==> config.mk <==
export PLATFORM = sky130hd
export DESIGN_NAME = lut_probe_sequencer
export DESIGN_NICKNAME = d
export VERILOG_FILES = /design/src/rtl/lut_probe_pkg.sv /design/src/rtl/lut_probe_settle_timer.sv /design/src/rtl/lut_probe_sequencer.sv
export SDC_FILE = /design/constraint.sdc
export NUM_CORES = 1
export LEC_CHECK = 0
export BUFFER_PORTS_ARGS = -buffer_cell sky130_fd_sc_hd__buf_2
export CAP_MARGIN = 30
export CORE_MARGIN = 1.5
export CORE_UTILIZATION = 55
export CTS_BUF_LIST = sky130_fd_sc_hd__clkbuf_4 sky130_fd_sc_hd__clkbuf_8
export DETAILED_ROUTE_END_ITERATION = 16
export GPL_TIMING_DRIVEN = 1
export PLACE_DENSITY = 0.79
export SYNTH_ARGS = -nofsm -noshare
export SYNTH_HDL_FRONTEND = slang
export SYNTH_SLANG_ARGS = --single-unit
export TNS_END_PERCENT = 10
==> constraint.sdc <==
create_clock -name clk -period 2.3 [get_ports clk]
set_input_delay 0.345 -clock clk [delete_from_list [all_inputs] [get_ports clk]]
set_output_delay 0.345 -clock clk [all_outputs]
set_load 0.005 [all_outputs]
==> src/rtl/lut_probe_pkg.sv <==
// rtl/lut_probe_pkg.sv - shared types and sizing helpers for the LUT probe sequencer
package lut_probe_pkg;

    typedef enum logic [1:0] {
        IDLE   = 2'd0,
        SETTLE = 2'd1,
        DONE   = 2'd2
    } state_t;

    function automatic int vec_count(input int n_inputs);
        return 1 << n_inputs;
    endfunction

    // A one-cycle settle still needs a counter bit so the timer keeps a real register.
    function automatic int cnt_width(input int settle_cycles);
        return (settle_cycles < 2) ? 1 : $clog2(settle_cycles);
    endfunction

endpackage

==> src/rtl/lut_probe_settle_timer.sv <==
// rtl/lut_probe_settle_timer.sv - per-vector settle countdown with zero flag
module lut_probe_settle_timer
    import lut_probe_pkg::*;
#(
    parameter int SETTLE_CYCLES = 4
) (
    input  logic clk,
    input  logic rst,
    input  logic load,
    input  logic en,
    output logic zero
);

    localparam int CW = cnt_width(SETTLE_CYCLES);
    localparam logic [CW-1:0] RELOAD = CW'(SETTLE_CYCLES - 1);

    logic [CW-1:0] count;

    always_ff @(posedge clk or posedge rst) begin
        if (rst) begin
            count <= '0;
        end else if (load) begin
            count <= RELOAD;
        end else if (en && (count != '0)) begin
            count <= count - 1'b1;
        end
    end

    assign zero = (count == '0);

endmodule

==> src/rtl/lut_probe_sequencer.sv <==
// rtl/lut_probe_sequencer.sv - sweeps every LUT input vector and checks the sampled output
module lut_probe_sequencer
    import lut_probe_pkg::*;
#(
    parameter int N_INPUTS      = 3,
    parameter int SETTLE_CYCLES = 4,
    parameter logic [vec_count(N_INPUTS)-1:0] EXPECTED  = 8'hE3,
    parameter logic [vec_count(N_INPUTS)-1:0] CARE_MASK = '1
) (
    input  logic                clk,
    input  logic                rst,
    input  logic                start,
    input  logic                lut_o,
    output logic [N_INPUTS-1:0] lut_i,
    output logic                busy,
    output logic                done,
    output logic                pass,
    output logic [N_INPUTS:0]   fail_count,
    output logic [N_INPUTS-1:0] fail_idx
);

    localparam int VEC = vec_count(N_INPUTS);
    localparam logic [N_INPUTS-1:0] LAST_VEC = N_INPUTS'(VEC - 1);

    state_t            state;
    logic              accept;
    logic              compare;
    logic              last_vec;
    logic              mismatch;
    logic              timer_zero;
    logic [N_INPUTS:0] next_count;

    assign accept     = start && ((state == IDLE) || (state == DONE));
    assign compare    = (state == SETTLE) && timer_zero;
    assign last_vec   = (lut_i == LAST_VEC);
    assign mismatch   = CARE_MASK[lut_i] && (lut_o != EXPECTED[lut_i]);
    assign next_count = fail_count + {{N_INPUTS{1'b0}}, mismatch};

    lut_probe_settle_timer #(
        .SETTLE_CYCLES (SETTLE_CYCLES)
    ) u_timer (
        .clk  (clk),
        .rst  (rst),
        .load (accept || (compare && !last_vec)),
        .en   (state == SETTLE),
        .zero (timer_zero)
    );

    always_ff @(posedge clk or posedge rst) begin
        if (rst) begin
            state      <= IDLE;
            lut_i      <= '0;
            busy       <= 1'b0;
            done       <= 1'b0;
            pass       <= 1'b0;
            fail_count <= '0;
            fail_idx   <= '0;
        end else begin
            case (state)
                IDLE, DONE: begin
                    if (start) begin
                        state      <= SETTLE;
                        lut_i      <= '0;
                        busy       <= 1'b1;
                        done       <= 1'b0;
                        pass       <= 1'b0;
                        fail_count <= '0;
                        fail_idx   <= '0;
                    end
                end
                SETTLE: begin
                    if (timer_zero) begin
                        if (mismatch) begin
                            fail_count <= next_count;
                            if (fail_count == '0) begin
                                fail_idx <= lut_i;
                            end
                        end
                        // pass must include the vector being judged on this same edge.
                        if (last_vec) begin
                            state <= DONE;
                            busy  <= 1'b0;
                            done  <= 1'b1;
                            pass  <= (next_count == '0);
                            lut_i <= '0;
                        end else begin
                            lut_i <= lut_i + 1'b1;
                        end
                    end
                end
                default: state <= IDLE;
            endcase
        end
    end

endmodule

# Word-level counts from Yosys, hierarchy flattened

Memories as Yosys holds them, arrays and structs flattened.
Cells that the tools add are included.

Bits in registers: 17
Output and inout port bits: 13
Bits in read-only memories: 16
Memories: 2
Logic and storage cells: 75
Input port bits: 4

Order comparisons: 1
Reductions and logical operators: 21
$add $sub $neg: 3
Equal/unequal tests: 9
Mux-type cells: 31

Memory list:

| name            | words | bits a word | read ports | clocked after Yosys merged registers in | wr ports | line                      | text |
|---|---|---|---|---|---|---|---|
| (no name shown) | 8     | 1           | 1          | 0                                       | 0        | lut_probe_sequencer.sv:36 | `assign mismatch = CARE_MASK[lut_i] && (lut_o != EXPECTED[lut_i]);` |
| (no name shown) | 8     | 1           | 1          | 0                                       | 0        | lut_probe_sequencer.sv:36 |  |

Operators by type and width:

| cell                | number |
|---|---|
| $mux 3              | 6 |
| $mux 4              | 3 |
| $pmux 3 s2          | 2 |
| $mux 1              | 10 |
| $mux 2              | 5 |
| $ne 2x2->1 const B  | 5 |
| $logic_not 4->1     | 2 |
| $pmux 4 s2          | 1 |
| $reduce_and 4->1    | 2 |
| $pmux 1 s2          | 3 |
| $reduce_and 3->1    | 2 |
| $reduce_bool 2->1   | 3 |
| $logic_and 1x1->1   | 5 |
| $reduce_and 5->1    | 1 |
| $add 4x1->4         | 1 |
| $logic_not 2->1     | 2 |
| $lt 3x4->1 const B  | 1 |
| $pmux 2 s2          | 1 |
| $add 3x1->3 const B | 1 |
| $eq 3x3->1 const B  | 1 |
| $eq 2x1->1 const B  | 1 |
| $eq 2x2->1 const B  | 1 |
| $logic_or 1x1->1    | 2 |
| $reduce_or 2->1     | 1 |
| other kinds (3)     | 3 |

# Depth between registers and ports, before layout

Gate-level depths: netlist of the first run.

Depth after elaboration: 9
Mapped depth: 11
Depth with buffers taken out: 11

# Cells and area by module

From an unflattened synthesis of the first run, not the netlist that was laid out.

Cells, all modules: 88
Area, all modules: 927.1 sq um

By module, submodules not included:

| module                 | area an instance (sq um) | cells an instance | instances | sequential area each (sq um) |
|---|---|---|---|---|
| lut_probe_sequencer    | 803.3                    | 75                | 1         | 375.4 |
| lut_probe_settle_timer | 123.9                    | 13                | 1         | 50.0 |

# Worst setup path after synthesis of the first run

Ideal clock, no wire load.

Kind: reg-to-reg
From: register lut_i[0]
To: register fail_count[2]
Library setup time: 0.069 ns
Required time: 2.231 ns
Buffers on the path: 0
Stages on the path, launching flop included: 11
Arrival time: 2.051 ns
Setup slack: 0.180 ns
Path through: dfrtp_1 -> inv_1 -> ha_1 -> mux2i_1 -> xnor2_2 -> inv_1 -> ha_1 -> ha_1 -> inv_1 -> or4_1 -> nand3_1

Longest elaborated chain between the ends: 8
Elaborated cells on any way between the ends: 12

Ends and longest elaborated chain:

| element                      | line                      | text |
|---|---|---|
| start: declaration           | lut_probe_sequencer.sv:14 | `output logic [N_INPUTS-1:0] lut_i,` |
| start signal: assignment     | lut_probe_sequencer.sv:87 | `lut_i <= lut_i + 1'b1;` |
| $mem_v2 8x1                  | -                         |  |
| $mux 1 (implied by the code) | lut_probe_sequencer.sv:36 |  |
| $ne 1x1->1                   | lut_probe_sequencer.sv:36 |  |
| $logic_and 1x1->1 (*)        | lut_probe_sequencer.sv:36 |  |
| $add 4x1->4                  | lut_probe_sequencer.sv:37 | `assign next_count = fail_count + {{N_INPUTS{1'b0}}, mismatch};` |
| $mux 4                       | lut_probe_sequencer.sv:73 | `if (mismatch) begin` |
| $mux 4                       | lut_probe_sequencer.sv:72 | `if (timer_zero) begin` |
| $pmux 4 s2                   | lut_probe_sequencer.sv:59 | `case (state)` |
| end signal: assignment       | lut_probe_sequencer.sv:74 | `fail_count <= next_count;` |
| end: declaration             | lut_probe_sequencer.sv:18 | `output logic [N_INPUTS:0] fail_count,` |

Every way passes the cells marked *; elsewhere a longest branch is shown, timed or not. The select of a mux whose other input is x is not followed.
A chain may end at the register's enable or synchronous reset.

# Worst setup path after layout of the first run

Same ends and word-level chain as after synthesis.

==> summary.txt, run 1 <==
Placement Cell Area: 1000 sq um
Finish-stage setup viols: 0
Worst EP required: 2.52 ns
unrepaired setup endpoints after global routing: false
crit path launch type: flip-flop
area leader, netlist: dfrtp_1
final HPWL from detailed placement: 1220 um
number of flops mapped to enable cells by yosys: 0
DR vias/cell: 5.54
post-route ant nets: 0
Mapped Cells: 91
number of buffers created by CTS: 3
Avg Cell Area, Syn: 9.80 sq um
overall power: 1.21 mW
Syn-to-layout area delta: 17.7%
Fin. Hold Viols: 0
Die Width: 43.3 um
Hold Buf Count CTS: 0
Port Buf Inserts: 16
Pwr Density: 1160 nW/um^2
Synth Register Bits: 17
Worst Tran Pin Value: 0.626 ns
Synth Area in XOR/XNOR: 1.82%
library cells used by synthesis: 26
leading cell types by count after synthesis: 17 x dfrtp_1, 13 x nand2_1, 9 x nand3_1, 7 x inv_1, 6 x ha_1
starting density of the core: 59.2%
Synth Area in Simple Gates: 20.6%
Core Area: 1510 sq um
leak pwr: 0.554 nW
vias in the first global route: 645
Skew-Pair Late Insertion Delay: 0.28 ns
outcome: finished, final reports clean
Clock Pin Slew Worst Setup and Hold Paths: 0.10 ns
area share of the largest cell type after synthesis: 47.7%
H-tree levels: 1
cell area after layout: 1050 sq um
dominant synthesized flop cell: dfrtp_1
ant diodes: 0
Post-Syn Area: 892 sq um
first-pass GRT wire length: 2770 um
DRT iter0 DRCs: 6
DP Worst Slack: 0.123 ns
most common cell in the netlist: dfrtp_1
main combinational cell family by area after synthesis: simple AND/OR/NAND/NOR gates
Max Clock Freq: 461 MHz
# rows: 14
Max-Cap Viols: 0
post-synthesis compound-gate area fraction: 15.8%
CTS Buffer Depth: 2
vias: 715
GPL Wtd Cong: 0.778
Worst VDD drop: 0.594 mV
nets@finish: 124
Area contributors post-synth: dfrtp_1 48%, ha_1 8.4%, nand2_1 5.5%
WL final: 1680 um
Seq/Total Area, Yosys: 47.7%
Worst Clk Skew: 0.00250 ns
DRC Markers: 0
CP Capture Type: flip-flop
root buf cell: clkbuf_4
Async S/R FF share, synth: 100%
crit path max fanout: 4
WP data arrival: 2.39 ns
Pins Over Slew Limit: 0
CTS tree: built
Rel. slew slack: 58.3%
boundary pin count: 17
final setup margin: 0.130 ns
critical path class: flip-flop to flip-flop
DIE HEIGHT: 43.3 um
Adder-Cell Fraction of Synth Area: 8.42%
yosys warns: 0
final period utilization: 94.4%
largest net degree at the start of global routing: 18
initial antenna violation count: 0
total grt overflow: 0
setup_tns: 0 ns
post-route minimum period: 2.17 ns
layout cells sized above 1: 27.4%
post-synthesis mux area share: 1.12%
Tightest Hold Check Type: primary input to async pin
DRT Pass-1 Iters: 4
Post-Syn Nets: 101
CTS Sinks: 17
drt wl/cell: 13.0 um
total global-route track usage: 19.9%
floorplan die area: 1870 sq um
[cells in the final DEF (no fill, tap or decap), drive strengths merged]
cell type	Yosys	routed
o21ai	5	5
ha	6	6
nor3b	1	1
mux2i	1	1
nor2b	1	1
or3	1	1
nand3b	1	1
nor2	2	2
xnor2	1	1
nand3	9	9
a32o	1	1
o22ai	1	1
clkbuf	1	4
nand2	13	13
a21oi	3	3
inv	7	7
dfrtp	17	17
a21boi	1	1
nor3	2	2
o211ai	4	4
buf	2	21
or4	3	3
nand2b	3	3
a22o	5	5
[timing repair]
item	CTS	global route
resized for setup	0	1
buffers inserted	0	2
setup endpoints to repair	0	2
[state kept, by name, summed over array words and instances (netlist names)]
| name | cells |
|---|---|
| u_timer.count | 2 |
| done | 1 |
| pass | 1 |
| fail_count | 4 |
| busy | 1 |
| state | 2 |
| fail_idx | 3 |
| lut_i | 3 |
[through the flow]
step                hold slack [ns]  instances  utilization [%]
global route                  0.168        129             69.7
detailed placement            0.453        123             66.4
floorplan                     0.271         91                -
CTS                           0.137        127             68.4
finish                        0.124        129             69.7
global placement              0.453        123             66.4
[metal layers]
layer  GRT usage (%)  share of wire, %  up-vias
li1                -                 -      372
met1            28.9                51      329
met2            29.3                45       12
met3            4.26               3.0        2
met4            7.27              0.72        0
met5               0                 0        -
[area by class of cell]
class                      instances  area (sq um)
fill                             131           457
multi-input combinational         64           430
sequential                        17           425
timing repair buffer              21           118
clock buffer                       4          30.0
inverter                           7          26.3
tap                               16          20.0
[worst paths after layout]
kind                       cells after the start  slack (ns)            end  startpoint
setup reg to reg                              10        0.13  fail_count[2]    lut_i[0]
hold reg to reg                                2        0.48           done        done
max in group asynchronous                      2        1.77       lut_i[1]         rst
hold / removal                                 2        0.12           done         rst
min in group clk                               2        0.26       state[1]       start
setup / recovery                              10        0.13  fail_count[2]    lut_i[0]
[power by group]
part / switching (mW) / internal (mW) / total [mW]
logic: 0.279 / 0.281 / 0.560
clock network: 0.0882 / 0.0790 / 0.167
registers: 0.0836 / 0.402 / 0.486
[cell families (layout without fill, tap and decap cells)]
group,count (synthesis),after routing
muxes,1,1
DFF,17,17
buffers and inverters,10,32
AOI/OAI and AO/OA,20,20
adders and majority gates,6,6
xor gates and xnor gates,1,1
and+or+nand+nor,36,36
[critical path, stage by stage, from the launching register on]
cell     delay [ns]
dfrtp_1        0.41
inv_1          0.07
ha_1           0.20
mux2i_2        0.20
xnor2_2        0.09
inv_1          0.09
ha_1           0.19
ha_1           0.21
inv_1          0.06
or4_1          0.51
nand3_1        0.08
Note: power is estimated with default switching activity, not from simulation.
==> inputs of run 2 (changes only) <==
Settings changed: CORE_UTILIZATION 55 to 35, GPL_TIMING_DRIVEN 1 to not set, PLACE_DENSITY 0.79 to not set.
Clock period 2.3 ns to 2.65 ns, I/O delays scaled along.
==> summary.txt, run 2 (synthesized netlist as in run 1, its figures left out) <==
H-tree levels: 1
vias: 722
Fin. Hold Viols: 0
final setup margin: 0.358 ns
Finish-stage setup viols: 0
post-CTS setup buffers: 0
Worst VDD drop: 0.520 mV
critical path class: flip-flop to flip-flop
layout cells sized above 1: 23.1%
M1 GR Usage: 20.2%
most common cell after layout, fill and taps aside: dfrtp_1
starting density of the core: 36.3%
number of buffers created by CTS: 3
max reg flops: 4
Clock Pin Slew Worst Setup and Hold Paths: 0.10 ns
DRC Markers: 0
Skew-Pair Late Insertion Delay: 0.29 ns
setup_tns: 0 ns
unrepaired setup endpoints after global routing: false
Core Area: 2450 sq um
CTS tree: built
Tightest Hold Check Type: primary input to async pin
DIE HEIGHT: 53.5 um
# rows: 18
floorplan die area: 2860 sq um
Pins Over Slew Limit: 0
WL final: 1790 um
GRT Max-Usage Layer: met2
GPL Wtd Cong: 0.787
GR Layer Usage met3: 5.93%
reg2reg setup slack: 0.36 ns
outcome: finished, final reports clean
Hold Buf Count CTS: 0
crit path max fanout: 7
leak pwr: 0.529 nW
boundary pin count: 17
Reg2Reg Capture Point: fail_count[2]
largest net degree at the start of global routing: 18
Final Core Density: 41.8%
total global-route track usage: 15.2%
CP Capture Type: flip-flop
final period utilization: 86.5%
initial antenna violation count: 0
DRT Pass-1 Iters: 4
final HPWL from detailed placement: 1330 um
WP data arrival: 2.53 ns
reg2reg start: lut_i[0]
Worst EP required: 2.88 ns
first-pass GRT wire length: 3020 um
largest reg by FF count: fail_count
CTS Buffer Depth: 2
post-route ant nets: 0
met2 GRT Util: 22.2%
drt wl/cell: 13.0 um
DR vias/cell: 5.23
Pwr Density: 978 nW/um^2
nets@finish: 119
critical path endpoint: fail_count[2]
Worst R2R Path Depth: 10
Max-Cap Viols: 0
Rel. slew slack: 56.3%
Syn-to-layout area delta: 15.0%
post-route minimum period: 2.29 ns
Worst Tran Pin Value: 0.655 ns
crit path launch type: flip-flop
root buf cell: clkbuf_4
Die Width: 53.5 um
biggest regs: fail_count (4), fail_idx (3), lut_i (3)
CTS resizes: 0
Worst Clk Skew: 0.0106 ns
ant diodes: 0
CTS Sinks: 17
DP Worst Slack: 0.359 ns
Port Buf Inserts: 16
DRT iter0 DRCs: 10
total grt overflow: 0
vias in the first global route: 679
CP Launch Point: lut_i[0]
most frequent cells in the layout: 17 x dfrtp_1, 16 x buf_2, 13 x nand2_1
Max Clock Freq: 436 MHz
## run 2: layer usage
metal  up-vias  wire length, um
met2        15              775
met5         -                0
met3         2               80
met1       341              918
met4         0               13
li1        364                -
## run 2: worst min-delay path by stage
stage,from,end,cells after the start,slack (ns)
6_report,rst,lut_i[1],2,0.18
5_1_grt,rst,lut_i[1],2,0.23
4_1_cts,rst,lut_i[1],2,0.20
3_5_place_dp,busy,busy,2,0.46
3_3_place_gp,busy,busy,2,0.46
2_1_floorplan,rst,busy,1,0.32
## run 2: critical path, stage by stage, from the launching register on
cell	delay, ns
dfrtp_1	0.43
inv_1	0.08
ha_1	0.20
mux2i_1	0.22
xnor2_2	0.15
inv_1	0.11
ha_1	0.18
ha_1	0.21
inv_1	0.06
or4_1	0.51
nand3_1	0.08
## run 2: final cells by class
cell class	count	area (sq um)
timing repair buffer	16	80.1
sequential	17	425
inverter	7	26.3
clock buffer	4	30.0
fill	240	1430
tap	30	37.5
multi-input combinational	64	427
## run 2: metrics by stage
stage,hold slack (ns),power [mW],cell area (sq um),cells
6_report,0.179,1.00,1030,138
5_1_grt,0.227,1.11,1030,138
2_1_floorplan,0.324,0.724,892,91
4_1_cts,0.203,1.02,1030,138
3_3_place_gp,0.456,0.852,996,134
3_5_place_dp,0.462,0.864,996,134
## run 2: report_power, final
part,total [mW],internal (mW),switching [mW]
Clock,0.148,0.0687,0.0796
Combinational,0.424,0.200,0.223
Sequential,0.432,0.349,0.0821
==> inputs of run 3 (changes only) <==
Settings changed: CORE_MARGIN 1.5 to not set, CTS_BUF_LIST sky130_fd_sc_hd__clkbuf_4 sky130_fd_sc_hd__clkbuf_8 to not set.
==> summary.txt, run 3 (synthesized netlist as in run 1, its figures left out) <==
crit path max fanout: 7
DRC Markers: 0
register area: 425 sq um
starting density of the core: 38.8%
CP max stage cell: or4_1
vias: 720
area occupied by multi-input gates: 427 sq um
initial antenna violation count: 0
ant diodes: 0
Max-Cap Viols: 0
Core Area: 2300 sq um
CTS Buffer Depth: 2
final period utilization: 87.4%
DRT iter0 DRCs: 22
cell area after layout: 1020 sq um
DIE HEIGHT: 52.5 um
WP data arrival: 2.55 ns
largest reg by FF count: fail_count
GPL Wtd Cong: 0.782
# rows: 17
post-route minimum period: 2.32 ns
first-pass GRT wire length: 3030 um
total grt overflow: 0
boundary pin count: 17
max reg flops: 4
Worst Tran Pin Value: 0.669 ns
Rel. slew slack: 55.3%
drt wl/cell: 13.5 um
Tightest Hold Check Type: primary input to async pin
critical path class: flip-flop to flip-flop
crit-path cells: inv_1 -> ha_1 -> mux2i_1 -> xnor2_2 -> inv_1 -> ha_1 -> ha_1 -> inv_1 -> or4_1 -> nand3_1
CTS tree: built
reg2reg start: lut_i[0]
floorplan die area: 2750 sq um
Worst VDD drop: 0.564 mV
unrepaired setup endpoints after global routing: false
H-tree levels: 1
root buf cell: clkbuf_4
largest net degree at the start of global routing: 18
Max Clock Freq: 432 MHz
layout cells sized above 1: 23.1%
Syn-to-layout area delta: 14.4%
Pins Over Slew Limit: 0
outcome: finished, final reports clean
Worst EP required: 2.88 ns
total global-route track usage: 15.4%
nets@finish: 119
most frequent cells in the layout: 17 x dfrtp_1, 16 x buf_2, 13 x nand2_1
biggest regs: fail_count (4), fail_idx (3), lut_i (3)
final setup margin: 0.334 ns
vias in the first global route: 648
Worst R2R Path Depth: 10
Clock Pin Slew Worst Setup and Hold Paths: 0.10 ns
CP Launch Point: lut_i[0]
DP Worst Slack: 0.373 ns
setup_tns: 0 ns
Critical Path Max Stage Delay: 0.52 ns
WL final: 1830 um
Worst Clk Skew: 0.00280 ns
DRT Pass-1 Iters: 4
crit path launch type: flip-flop
Die Width: 52.5 um
final HPWL from detailed placement: 1330 um
Port Buf Inserts: 16
CTS Sinks: 17
Fin. Hold Viols: 0
DR vias/cell: 5.29
reg2reg setup slack: 0.33 ns
number of buffers created by CTS: 3
Placement Cell Area: 993 sq um
Pwr Density: 976 nW/um^2
Hold Buf Count CTS: 0
leak pwr: 0.528 nW
post-route ant nets: 0
most common cell after layout, fill and taps aside: dfrtp_1
post-CTS setup buffers: 0
CP Capture Type: flip-flop
CTS resizes: 0
Finish-stage setup viols: 0
Skew-Pair Late Insertion Delay: 0.29 ns
fill count: 231
==> run 3: layout make-up <==
cell class	count	share of cell area, %
inverters	7	2.57
repair buffers	16	7.84
multi-input cells	64	41.8
well taps	28	3.43
clock buffers	3	2.21
clock inverters	1	0.490
flip-flops and latches	17	41.7
==> run 3: metal layers <==
metal	vias up	global-route usage, %	share of wire, %
met3	0	6.38	4.7
met5	-	0	0
met4	0	2.63	0
met1	343	21.0	51
li1	362	-	-
met2	15	23.0	45
==> run 3: path summary, 6_finish.rpt <==
| check | to |
|---|---|
| setup / recovery | fail_count[2] |
| hold / removal | state[0] |
| setup reg to reg | fail_count[2] |
| hold reg to reg | done |
| max in group asynchronous | fail_idx[1] |
| min in group clk | state[1] |
==> run 3: where the power goes <==
part | leakage, nW | total (mW) | switching (mW) | internal (mW)
logic | 0.303 | 0.424 | 0.224 | 0.201
clock network | 0.0177 | 0.141 | 0.0846 | 0.0561
registers | 0.207 | 0.432 | 0.0824 | 0.349
total | 0.528 | 0.997 | 0.391 | 0.606
==> run 3: critical path, delay by kind of cell (launching register included) <==
kind                     cells  cell delay (ns)
buffers and inverters        3             0.26
adder cells (fa/ha/maj)      3             0.59
XOR/XNOR                     1             0.15
AND/OR/NAND/NOR              2             0.60
multiplexers                 1             0.23
flip-flops                   1             0.43
==> run 3: stage by stage <==
stage | power (mW) | hold WS [ns] | instances | util (%)
detailed placement | 0.864 | 0.458 | 132 | 43.2
global route | 1.11 | 0.221 | 136 | 44.4
finish | 0.997 | 0.180 | 136 | 44.4
global placement | 0.854 | 0.460 | 132 | 43.2
CTS | 1.01 | 0.189 | 136 | 44.4
floorplan | 0.724 | 0.324 | 91 | -
